$ cat config.mk
export PLATFORM = sky130hd
export DESIGN_NAME = seg7_scan
export DESIGN_NICKNAME = d
export VERILOG_FILES = /design/src/rtl/seg7_scan.sv
export SDC_FILE = /design/constraint.sdc
export NUM_CORES = 1
export LEC_CHECK = 0
export CAP_MARGIN = 20
export CORE_UTILIZATION = 30
export CTS_CLUSTER_DIAMETER = 60
export DETAILED_ROUTE_END_ITERATION = 10
export PLACE_DENSITY_LB_ADDON = 0.2
export SLEW_MARGIN = 20
export SYNTH_ARGS = -nofsm -noshare
export SYNTH_HDL_FRONTEND = slang
export SYNTH_SLANG_ARGS = --single-unit
$ cat constraint.sdc
create_clock -name clk_i -period 3.2 [get_ports clk_i]
set_input_delay 0.48 -clock clk_i [delete_from_list [all_inputs] [get_ports clk_i]]
set_output_delay 0.48 -clock clk_i [all_outputs]
set_load 0.02 [all_outputs]
$ cat src/rtl/seg7_scan.sv
`timescale 1ns/1ps
// seg7_scan: multiplexed seven-segment display scanner.
//
// A prescaler divides clk_i into digit slots of PRESCALE cycles. Each slot
// drives one digit, taken from shadow registers loaded by load_i. The first
// GUARD cycles of every slot keep all digit selects off so the previous
// digit's segments do not ghost onto the new one. Leading zeros can be
// blanked. frame_o pulses once per full scan.
//
// Ports
//   clk_i      system clock, rising edge
//   rst_n_i    asynchronous active-low reset
//   din_i      hex nibbles, [3:0] is digit 0
//   dp_i       decimal point per digit
//   load_i     capture strobe for din_i / dp_i
//   lzb_i      leading-zero blanking enable
//   en_i       scan enable
//   seg7_o     segments a..g (bit0 = a), registered
//   segdp_o    decimal-point segment, registered
//   digit_o    one-hot digit select, registered
//   frame_o    one-cycle pulse at each scan wrap, registered
module seg7_scan #(
   parameter int NDIGITS    = 4,
   parameter int PRESCALE   = 50000,
   parameter int GUARD      = 2,
   parameter bit ACTIVE_LOW = 1'b1
) (
   input  logic                   clk_i,
   input  logic                   rst_n_i,
   input  logic [4*NDIGITS-1:0]   din_i,
   input  logic [NDIGITS-1:0]     dp_i,
   input  logic                   load_i,
   input  logic                   lzb_i,
   input  logic                   en_i,
   output logic [6:0]             seg7_o,
   output logic                   segdp_o,
   output logic [NDIGITS-1:0]     digit_o,
   output logic                   frame_o
);

   localparam int IW = (NDIGITS > 1) ? $clog2(NDIGITS) : 1;
   localparam int PW = $clog2(PRESCALE);

   // XOR with these turns an active-high pattern into the output polarity.
   localparam logic [6:0]         SEG_OFF = {7{ACTIVE_LOW}};
   localparam logic [NDIGITS-1:0] DIG_OFF = {NDIGITS{ACTIVE_LOW}};

   logic [4*NDIGITS-1:0] din_q, din_d;
   logic [NDIGITS-1:0]   dp_q, dp_d;
   logic [PW-1:0]        presc_q, presc_d;
   logic [IW-1:0]        idx_q, idx_d;
   logic [6:0]           seg7_q, seg7_d;
   logic                 segdp_q, segdp_d;
   logic [NDIGITS-1:0]   digit_q, digit_d;
   logic                 frame_q, frame_d;

   logic                 presc_last;
   logic                 idx_last;
   logic [3:0]           nib;
   logic                 dp_sel;
   logic                 blank;
   logic [6:0]           seg_ah;
   logic                 digit_on;

   always_comb begin
      presc_last = (presc_q == PW'(PRESCALE - 1));
      idx_last   = (idx_q == IW'(NDIGITS - 1));
      presc_d    = presc_q;
      idx_d      = idx_q;
      if (en_i) begin
         if (presc_last) begin
            presc_d = '0;
            idx_d   = idx_last ? '0 : idx_q + 1'b1;
         end else begin
            presc_d = presc_q + 1'b1;
         end
      end
      din_d = load_i ? din_i : din_q;
      dp_d  = load_i ? dp_i  : dp_q;
   end

   // Select the current nibble and decide blanking: a non-zero digit at or
   // above idx means idx is not a leading zero. Digit 0 is never blanked.
   always_comb begin
      nib    = 4'h0;
      dp_sel = 1'b0;
      blank  = lzb_i && (idx_q != '0);
      for (int i = 0; i < NDIGITS; i++) begin
         if (IW'(i) == idx_q) begin
            nib    = din_q[4*i +: 4];
            dp_sel = dp_q[i];
         end
         if ((IW'(i) >= idx_q) && (din_q[4*i +: 4] != 4'h0)) begin
            blank = 1'b0;
         end
      end
   end

   always_comb begin
      seg_ah = 7'h00;
      case (nib)
         4'h0: seg_ah = 7'h3F;
         4'h1: seg_ah = 7'h06;
         4'h2: seg_ah = 7'h5B;
         4'h3: seg_ah = 7'h4F;
         4'h4: seg_ah = 7'h66;
         4'h5: seg_ah = 7'h6D;
         4'h6: seg_ah = 7'h7D;
         4'h7: seg_ah = 7'h07;
         4'h8: seg_ah = 7'h7F;
         4'h9: seg_ah = 7'h6F;
         4'hA: seg_ah = 7'h77;
         4'hB: seg_ah = 7'h7C;
         4'hC: seg_ah = 7'h39;
         4'hD: seg_ah = 7'h5E;
         4'hE: seg_ah = 7'h79;
         4'hF: seg_ah = 7'h71;
         default: seg_ah = 7'h00;
      endcase
   end

   always_comb begin
      digit_on = en_i && (presc_q >= PW'(GUARD));
      seg7_d   = blank ? SEG_OFF : (seg_ah ^ SEG_OFF);
      segdp_d  = dp_sel ^ ACTIVE_LOW;
      digit_d  = digit_on ? ((NDIGITS'(1) << idx_q) ^ DIG_OFF) : DIG_OFF;
      frame_d  = en_i && presc_last && idx_last;
   end

   always_ff @(posedge clk_i or negedge rst_n_i) begin
      if (!rst_n_i) begin
         din_q   <= '0;
         dp_q    <= '0;
         presc_q <= '0;
         idx_q   <= '0;
         seg7_q  <= SEG_OFF;
         segdp_q <= ACTIVE_LOW;
         digit_q <= DIG_OFF;
         frame_q <= 1'b0;
      end else begin
         din_q   <= din_d;
         dp_q    <= dp_d;
         presc_q <= presc_d;
         idx_q   <= idx_d;
         seg7_q  <= seg7_d;
         segdp_q <= segdp_d;
         digit_q <= digit_d;
         frame_q <= frame_d;
      end
   end

   assign seg7_o  = seg7_q;
   assign segdp_o = segdp_q;
   assign digit_o = digit_q;
   assign frame_o = frame_q;

endmodule

### Word-level counts from Yosys, hierarchy flattened

Memory sizes are Yosys's and may differ from the RTL's.
Index checks and enable logic that the tools add are counted.

* add/sub/neg operators: 2
* $lt $le $gt $ge: 5
* equal/unequal tests: 5
* shift-type cells: 1
* mux-type cells: 16
* bitwise gates (word level): 3
* reduce and logical (&&, ||, !) cells: 15

Operator list (count)
* 2-to-1 mux 4 bit: 5
* adder 16 x 1 -> 16 bit, second input constant: 1
* equality test 16 bit, second input constant: 1
* greater-or-equal comparator 16 x 2 -> 1 bit, second input constant: 1
* 2-to-1 mux 16 bit: 1
* nonzero test 4 bit: 4
* logical AND 1 bit: 8
* 2-to-1 mux 1 bit: 8
* 2-to-1 mux 7 bit: 1
* inverter 7 bit: 1
* equality test 2 bit, first input constant: 2
* greater-or-equal comparator 1 x 2 -> 1 bit, first input constant: 2
* greater-or-equal comparator 2 bit, first input constant: 2
* inverter 4 bit: 1
* << shifter 1 x 2 -> 4 bit, first input constant: 1
* adder 2 x 1 -> 2 bit, second input constant: 1
* equality test 1 x 2 -> 1 bit, first input constant: 1
* equality test 2 bit, second input constant: 1
* logical NOT 2 bit: 1
* 2-to-1 mux 2 bit: 1
* AND reduction 2 bit: 1
* nonzero test 2 bit: 1
* inverter 1 bit: 1

* bits in registers: 51
* memory bits (read-only): 112
* logic and storage cells: 56
* memories kept: 1

Memory list
* (name not given): words 16, width 7, rd ports 1, clocked after Yosys merged registers in 0, wr ports 0, line 101 `case (nib)`

### Depth between registers and ports, before layout

An unclocked memory read counts as a cell.

* word-level depth: 8
* mapped depth: 12
* mapped depth without buffers: 11

### Least setup slack after synthesis

OpenSTA, ideal clock, no wires.

* path kind: flip-flop to flip-flop
* start point: register idx_q[1]
* end point: register seg7_q[1], in the netlist seg7_o[1]
* setup time: 0.081 ns
* data arrival time: 2.141 ns
* required time: 3.119 ns
* path slack: 0.978 ns
* cell stages (with the launch flop): 11
* cell sequence: dfrtp_1 -> inv_1 -> ha_1 -> buf_4 -> inv_1 -> nand3_1 -> a31oi_1 -> inv_1 -> ha_1 -> mux2_2 -> o211ai_1

* word-level cells in the longest chain between the ends: 8

RTL lines
* start: declaration: line 51 `logic [IW-1:0] idx_q, idx_d;`
* start signal: assignment: line 144 `idx_q <= idx_d;`
* logical NOT 2 bit: line 89 `if (IW'(i) == idx_q) begin`
* 2-to-1 mux 4 bit (4 in series): line 89
* memory (16 x 7 bit)
* inverter 7 bit (no line)
* 2-to-1 mux 7 bit *: line 124 `seg7_d = blank ? SEG_OFF : (seg_ah ^ SEG_OFF);`
* net seg7_d[1]: line 52 `logic [6:0] seg7_q, seg7_d;`
* end signal: assignment: line 145 `seg7_q <= seg7_d;`
* end: declaration: line 52

The timed path passes the listed nets; every way through them passes the cells marked *.
A chain may end at the register's enable or synchronous reset.

### Final worst setup path

Same ends and word-level chain as after synthesis.

==> out/metrics.yaml <==
layout:
  stdcell_area_sq_um: 3151
  syn2layout_area_growth_pct: 21.06
  fin_nets: 307
  drive_gt1_share_pct: 19.26
  diodes: 0
  fin_util_pct: 37.96
clock_tree:
  cts_max_level: 2
  cts.hold.buffers_added: 0
  cts_buffers: 5
  root_buffer: "clkbuf_8"
  clock_path_buffers: 2
  cts_num_sinks: 51
  clkLatencyLatePin_ps: 300
  cts_setup_buffers: 0
  cts_tree: "yes"
  clk_pin_slew_ps: 90
  cts-resized-gates: 0
sta:
  max_slew_margin_pct: 35.99
  worst_slew_pin_slew_ps: 960.2
  timing.final.hold_violations: 0
  period_share_pct: 80.36
  setup_viol: 0
  final_max_slew_viol_count: 0
  worst_slack_ps: 628.5
  tns_ps: 0
  rsz0062_at_grt: "false"
  finalCriticalPeriod_ps: 2571
  finClkSkew_ps: 8.845
  max_freq_mhz: 388.9
yosys:
  avgSynthCellArea_sq_um: 11.27
  synthesis.nets: 269
  yosys_warnings: 0
  synthTopCellsByArea: "dfrtp_1 (38%), dfstp_2 (12%), mux2_2 (8.7%)"
  syn_area_sq_um: 2602
  yosysTopAreaCell: "dfrtp_1"
  synth_top_cell_area_share_pct: 37.50
  async_flop_share_pct: 100.0
  ys_seq_elements: 51
  synth-main-ff-cell: "dfrtp_1"
  syn_inst: 231
  synth_edf_count: 0
  synth_cell_types: 51
  ys_seq_area_share_pct: 49.62
min_path:
  min-delay-path-class: "input port to asynchronous set/reset pin"
critical_path:
  crit_path_max_fanout: 13
  cp.arrival_ps: 2780
  critPathLaunchType: "register"
  critPathCaptureType: "register"
  r2r_cells: 7
  reg2reg_setup_slack_ps: 630
  crit_required_ps: 3410
  path_class: "register to register"
  r2r-start: "idx_q[1]"
  reg2reg_to: "seg7_o[1]"
routing:
  ant_nets: 0
  drc_errors: 0
  firstDrtPassIters: 4
  vias: 1792
  drt_iter0_markers: 90
  vias_per_cell: 4.779
  routed_wl_mm: 5.106
  wl_per_cell_um: 13.62
floorplanning:
  die-area_sq_um: 9052
  core_sq_um: 8299
  die_w_um: 95.14
  die_height_um: 95.14
  initial_core_util_pct: 31.36
  num_rows: 33
  ioPinCount: 38
placed_design:
  dpl_cell_area_sq_um: 3069
  gp_congestion: 0.7808
  place_hpwl_mm: 3.768
  io_buffers: 37
  dp_slack_ps: 657.6
power_and_ir_drop:
  p_leak_nw: 1.324
  p_per_area_nw_per_um2: 471.6
  irDropWorstVdd_mv: 0.1669
outcome:
  outcome: "finished clean"
run:
  cap_violations: 0
global_route:
  grt_max_degree: 44
  globalRoute.totalOverflow: 0
  antenna_found_initial: 0
  grt_pass1_wl_mm: 8.459
  grt_usage_pct: 12.48
  grt_pass1_vias: 1678
state kept, by name, indices dropped and copies added, names as in the netlist:
register / flops
digit_o: 4
idx_q: 2
seg7_o: 7
din_q: 16
segdp_o: 1
dp_q: 4
presc_q: 16
frame_o: 1
kinds of logic after synthesis:
logic type / share of synthesized area [%]
flops: 49.62
xor+xnor: 4.038
fa+ha+maj: 6.250
mux: 10.77
buf+inv: 3.029
simple gates: 17.60
compound gates: 8.702
worst max path at each step:
stage	start	endpoint	slack, ps	cells after the start
2_1_floorplan	idx_q[1]	seg7_o[1]	980	10
3_3_place_gp	idx_q[1]	seg7_o[1]	800	7
3_5_place_dp	idx_q[1]	seg7_o[1]	660	7
4_1_cts	idx_q[1]	seg7_o[1]	650	7
5_1_grt	idx_q[1]	seg7_o[1]	380	9
6_report	idx_q[1]	seg7_o[1]	630	7
cells in the final DEF (no fill, tap or decap), types with 5 or more instances in the layout:
cell              n
a21oi_1          10
clkbuf_8          5
mux2_2           20
xnor2_1           6
ha_1             13
inv_1             8
dfstp_2          12
xor2_1            6
nand2_1          24
nand3_1           8
nor2_1           13
nor4_1            5
dfrtp_1          39
clkdlybuf4s50_1  36
cells in the mapped netlist, types with 2 or more instances:
cell type / count
a21oi_1: 10
a31oi_1: 2
buf_2: 3
clkbuf_1: 3
dfrtp_1: 39
dfstp_2: 12
ha_1: 13
inv_1: 8
mux2_2: 20
mux2i_1: 4
nand2_1: 24
nand2b_1: 2
nand3_1: 8
nand3b_1: 4
nand4_1: 3
nor2_1: 13
nor2b_1: 3
nor3_1: 4
nor3b_1: 2
nor4_1: 5
o211ai_1: 2
o21ai_0: 4
o221ai_1: 4
or3_1: 2
xnor2_1: 6
xor2_1: 6
power breakdown:
part | internal (mW) | total [mW] | leakage [nW] | switching, mW
Combinational | 0.160 | 0.311 | 0.673 | 0.151
Clock | 0.154 | 0.356 | 0.0422 | 0.202
Sequential | 0.734 | 0.819 | 0.609 | 0.0847
Total | 1.05 | 1.49 | 1.32 | 0.437
worst max-delay path, cell delays in order (launching register included):
cell and delay, ps:
dfrtp_1 450, ha_1 510, mux2i_1 150, a31oi_1 410, inv_1 190, ha_1 340, mux2_2 260, o211ai_1 190
per-layer routing:
layer	vias up	global-route usage (%)	wire [um]
li1	890	-	-
met1	853	18.06	2728
met2	43	17.20	2136
met3	6	2.871	148
met4	0	6.187	92
met5	-	0	0
through the flow:
step	instances	total power [mW]	hold WS, ps
finish	375	1.486	328.7
global route	375	1.582	400.4
CTS	375	1.508	365.6
detailed placement	367	1.146	437.1
global placement	367	1.146	443.7
floorplan	231	1.013	184.4
layout make-up:
class | count | area (sq um)
sequential | 51 | 1291
fill | 825 | 5149
multi-input combinational | 163 | 1232
inverter | 9 | 33.78
clock inverter | 1 | 5.005
clock buffer | 7 | 76.32
tap | 105 | 131.4
timing repair buffer | 39 | 380.4
No activity file was read; power rests on OpenSTA's default activity.
